--- config.mk ---
export PLATFORM = sky130hd
export DESIGN_NAME = shift_ex_stage
export DESIGN_NICKNAME = d
export VERILOG_FILES = /design/src/rtl/shift_ex_stage.sv
export SDC_FILE = /design/constraint.sdc
export NUM_CORES = 1
export LEC_CHECK = 0
export BUFFER_PORTS_ARGS = -buffer_cell sky130_fd_sc_hd__buf_2
export CELL_PAD_IN_SITES_DETAIL_PLACEMENT = 0
export CELL_PAD_IN_SITES_GLOBAL_PLACEMENT = 2
export CORE_MARGIN = 1.5
export CORE_UTILIZATION = 35
export CTS_BUF_LIST = sky130_fd_sc_hd__clkbuf_4 sky130_fd_sc_hd__clkbuf_8 sky130_fd_sc_hd__clkbuf_16
export DETAILED_ROUTE_END_ITERATION = 12
export PLACE_DENSITY = 0.91
export SYNTH_ARGS = -nofsm -noshare
export SYNTH_HDL_FRONTEND = slang
export SYNTH_SLANG_ARGS = --single-unit
--- constraint.sdc ---
create_clock -name clk -period 2.95 [get_ports clk]
set_input_delay 0.59 -clock clk [delete_from_list [all_inputs] [get_ports clk]]
set_output_delay 0.59 -clock clk [all_outputs]
set_load 0.1 [all_outputs]
--- src/rtl/shift_ex_stage.sv ---
// EX-stage wrapper for MIPS shift instructions: decodes funct, drives a sign-filling barrel
// shifter, masks logical right shifts, and registers results into a valid/ready stage with a skid slot.

module shift_barrel (
    output logic [31:0] dout,
    input  logic [31:0] din,
    input  logic        sd,
    input  logic [4:0]  sn
);
    always_comb dout = sd ? 32'($signed(din) >>> sn) : (din << sn);
endmodule

module shift_ex_stage #(
    parameter int unsigned DW       = 32,
    parameter int unsigned RW       = 5,
    parameter bit          R0_GUARD = 1'b1
) (
    input  logic          clk,
    input  logic          rst,
    input  logic          flush,
    input  logic          in_valid,
    output logic          in_ready,
    input  logic [5:0]    in_funct,
    input  logic [4:0]    in_shamt,
    input  logic [DW-1:0] in_rs,
    input  logic [DW-1:0] in_rt,
    input  logic [RW-1:0] in_rd,
    output logic          out_valid,
    input  logic          out_ready,
    output logic [DW-1:0] out_result,
    output logic [RW-1:0] out_rd,
    output logic          out_we,
    output logic          out_illegal
);
    typedef struct packed {
        logic [DW-1:0] result;
        logic [RW-1:0] rd;
        logic          we;
        logic          ill;
    } ent_t;

    logic          sd, arith, var_sh, legal;
    logic [4:0]    sn;
    logic [DW-1:0] raw, mask;
    ent_t          new_ent;
    logic          unused_rs_hi;

    assign unused_rs_hi = ^in_rs[DW-1:5];

    always_comb begin
        sd     = in_funct[1];
        arith  = in_funct[0];
        var_sh = in_funct[2];
        legal  = in_funct inside {6'b000000, 6'b000010, 6'b000011,
                                  6'b000100, 6'b000110, 6'b000111};
        sn     = var_sh ? in_rs[4:0] : in_shamt;
    end

    shift_barrel u_shifter (
        .dout (raw),
        .din  (in_rt),
        .sd   (sd),
        .sn   (sn)
    );

    // Shifter always sign-fills right shifts; clear the vacated bits for SRL/SRLV.
    always_comb begin
        mask           = {DW{1'b1}} >> sn;
        new_ent        = '0;
        new_ent.rd     = in_rd;
        new_ent.ill    = ~legal;
        if (legal) begin
            new_ent.result = (sd & ~arith) ? (raw & mask) : raw;
        end
        new_ent.we     = legal & ~(R0_GUARD & (in_rd == '0));
    end

    ent_t m_q, m_d, s_q, s_d;
    logic m_valid_q, m_valid_d, s_valid_q, s_valid_d, rdy_q;
    logic accept, drain;

    always_comb begin
        m_d       = m_q;
        s_d       = s_q;
        m_valid_d = m_valid_q;
        s_valid_d = s_valid_q;
        accept    = in_valid & rdy_q & ~flush;
        drain     = m_valid_q & out_ready;
        if (flush) begin
            m_valid_d = 1'b0;
            s_valid_d = 1'b0;
        end else if (drain) begin
            // S is only ever full while in_ready is low, so refill and accept are exclusive.
            if (s_valid_q) begin
                m_d       = s_q;
                s_valid_d = 1'b0;
            end else if (accept) begin
                m_d = new_ent;
            end else begin
                m_valid_d = 1'b0;
            end
        end else if (accept) begin
            if (m_valid_q) begin
                s_d       = new_ent;
                s_valid_d = 1'b1;
            end else begin
                m_d       = new_ent;
                m_valid_d = 1'b1;
            end
        end
    end

    always_ff @(posedge clk or posedge rst) begin
        if (rst) begin
            m_q       <= '0;
            s_q       <= '0;
            m_valid_q <= 1'b0;
            s_valid_q <= 1'b0;
            rdy_q     <= 1'b1;
        end else begin
            m_q       <= m_d;
            s_q       <= s_d;
            m_valid_q <= m_valid_d;
            s_valid_q <= s_valid_d;
            rdy_q     <= ~s_valid_d;
        end
    end

    assign in_ready    = rdy_q;
    assign out_valid   = m_valid_q;
    assign out_result  = m_q.result;
    assign out_rd      = m_q.rd;
    assign out_we      = m_valid_q & m_q.we;
    assign out_illegal = m_valid_q & m_q.ill;
endmodule

==> results.toml <==
[synthesis]
synth.avg_cell_area_um2 = 8.37
netlist_instances = 1021
ys_seq_elements = 81
synth_top_area_cell = "dfrtp_1"
synth_common_cells = "nand2_1, nor2_1, a21oi_1, dfrtp_1, mux2i_1"
ys_warn_count = 0
synth_edf_count = 0
synth_seq_area_share_pct = 23.7
ys_types = 70
yosysMostFrequentCell = "nand2_1"
async_flop_share_pct = 100
netlist_area_um2 = 8550
netlist.area_leader.share_pct = 23.4
synthTopCellsByArea = "dfrtp_1, mux4_2, mux2i_1"
synth_fp_nets = 1106
ys.flop_type = "dfrtp_1"

[layout]
syn_to_final_growth_pct = 23.9
fin_area_um2 = 10600
drive_above_1_share_pct = 32.9
antennaDiodeCount = 0
fin_nets = 1288

[grt]
antenna_found_initial = 0
grt_max_degree = 49
overflow = 0
track_usage_pct = 26.6
grt_pass1_vias = 8964
grt_pass1_wl_mm = 53.0

[placed_design]
io_buffer_count = 98
place.gp.congestion = 1.07
dpl.hpwl_mm = 26.6
placed_cell_area_um2 = 10200

[timing]
rsz0062_at_grt = "no"
finalHoldViolCount = 0
worst_pin_slew_ns = 0.869
drv_slew = 0
period_needed_ns = 2.92
slew-limit-headroom_pct = 41.5
fin_skew_ns = 0.00681
holdWs_ns = 0.300
finalSetupViolCount = 0
fmax_mhz = 343
fin_crit_sh_pct = 98.8

[run]
drv_cap = 0

[power]
seqPwrFrac_pct = 25.6
p_int_mw = 2.99
cellPowerDensity_nw_per_um2 = 501
p_leak_nw = 4.69
ir_drop_v = 0.000298
clockPowerShare_pct = 24.4
p_switching_mw = 2.32
p_comb_share_pct = 50.0
p_sw_share_pct = 43.7

[floorplan]
dieArea_um2 = 25400
io_pins = 126
die_h_um = 159
die_x_um = 159
start_util_pct = 35.4
coreArea_um2 = 24200
rows = 57

[critical_path]
crit_path_max_incr_delay_ns = 0.52
path_class = "in2reg"
worstPathArrival_ns = 3.13
crit_top_cell = "buf_4"
crit_slowest_cell = "mux4_2"
critPathMaxFanout = 7
cp_cell_sequence = "buf_2 > buf_4 > mux2i_4 > buf_4 > mux2_2 > mux4_2 > mux2i_1 > o221ai_1 > a21oi_1 > o31ai_1"
cp-start-kind = "primary input"
cp.required_ns = 3.17
end_kind = "flip-flop"

[clocking]
cts_hold_repair.buffers = 0
clkTransAtPathRegs_ns = 0.06
cts_made_buffers = 9
cts-root-buf = "clkbuf_16"
cts.sinks = 81
ctsLongestPathBuffers = 2
htreeDepth = 3
cts_tree = "yes"
clk_latency_ns = 0.34

[drt]
drt_wl_total_mm = 34.3
dr.pass1.iters = 10
vias = 9523
wl_per_cell_um = 22.4
drtIter0Drc = 1367
viasPerCell = 6.22
remaining_drc_errors = 0
drt.antenna.violating_nets = 0

[worst_hold_path]
worstHoldPathType = "in2async"

[outcome]
outcome = "complete, no violations"
critical path: cells and delay by family:
family,cells,cell delay [ns]
buffers and inverters,3,0.48
muxes,4,1.50
AOI/OAI and AO/OA,3,0.57
metal layers:
metal  track usage [%]  up-vias  routed length, um
met5                 0        -                  0
met4              11.4        0               1560
met3              4.19      110               3210
met2              41.2      620              15300
met1              36.8     4592              14200
li1                  -     4201                  -
cells by family after synthesis:
group	Yosys count	synth area share [%]
and+or+nand+nor	355	18.5
buffers and inverters	153	11.6
AOI/OAI and AO/OA	300	23.9
muxes	132	22.4
DFF	81	23.7
power by group through the flow:
| stage | Combinational, mW | Clock (mW) | Sequential, mW |
|---|---|---|---|
| 6_report | 2.66 | 1.29 | 1.36 |
| 5_1_grt | 2.76 | 1.36 | 1.38 |
| 4_1_cts | 2.59 | 1.31 | 1.36 |
| 3_5_place_dp | 2.59 | 0 | 1.38 |
| 3_3_place_gp | 2.56 | 0 | 1.37 |
| 2_1_floorplan | 1.86 | 0 | 1.36 |
metrics by stage:
stage                     power [mW]  setup slack [ns]  TNS [ns]  utilization, %  std cells
after floorplan                 3.23             0.137         0               -       1021
after global placement          3.93            -0.262     -3.23            42.2       1512
after detailed placement        3.96            -0.305     -4.29            42.2       1512
after CTS                       5.27            0.0458         0            43.7       1528
after global routing            5.49            0.0163         0            43.8       1532
final                           5.31            0.0348         0            43.8       1532
sequential cells by signal, indices dropped and copies added (netlist names):
name and cells:
s_valid_q 1, s_q 39, out_rd 5, out_result 32
out_valid 1, in_ready 1, m_q 2
area by class of cell:
cell class,count,area (um2)
inverter,17,65.1
clock buffer,11,240
sequential,81,2030
timing repair buffer,307,2160
clock inverter,5,104
fill,2459,13600
multi-input combinational,787,5590
tap,324,405
cell usage in the layout (no fill, tap or decap), types with 8 or more instances in the layout:
cell type / synthesis / routed
a21oi_1: 80 / 79
a22oi_1: 14 / 13
or3_1: 13 / 13
clkbuf_16: 0 / 9
buf_4: 43 / 201
mux4_2: 39 / 39
nand2_1: 139 / 139
o21ai_0: 39 / 39
o31ai_1: 18 / 18
o22ai_1: 9 / 9
nor3_1: 17 / 16
o211ai_1: 9 / 9
a211o_1: 9 / 9
nand4_1: 14 / 14
nor2_1: 98 / 97
a32oi_1: 11 / 11
mux2i_1: 69 / 66
nand3_1: 36 / 36
a211oi_1: 13 / 12
mux2_2: 18 / 18
buf_12: 0 / 8
inv_1: 17 / 16
buf_2: 15 / 98
dfrtp_1: 80 / 80
a31oi_1: 29 / 29
and3_1: 9 / 9
worst paths after layout:
| kind | startpoint | endpoint | slack, ns | cells after the start |
|---|---|---|---|---|
| max | in_funct[2] | s_q[12] | 0.03 | 10 |
| min reg2reg | s_q[25] | s_q[25] | 0.47 | 2 |
| max reg2reg | out_valid | out_result[0] | 0.78 | 4 |
| min in group clk | s_q[25] | s_q[25] | 0.47 | 2 |
| min | rst | out_rd[3] | 0.30 | 2 |
| max in group asynchronous | rst | in_ready | 1.94 | 3 |
what timing repair did:
item                       CTS  global route
setup endpoints to repair    0             7
resized for setup            0             3
setup buffers                0             4
Power figures use the tool's default switching activity.
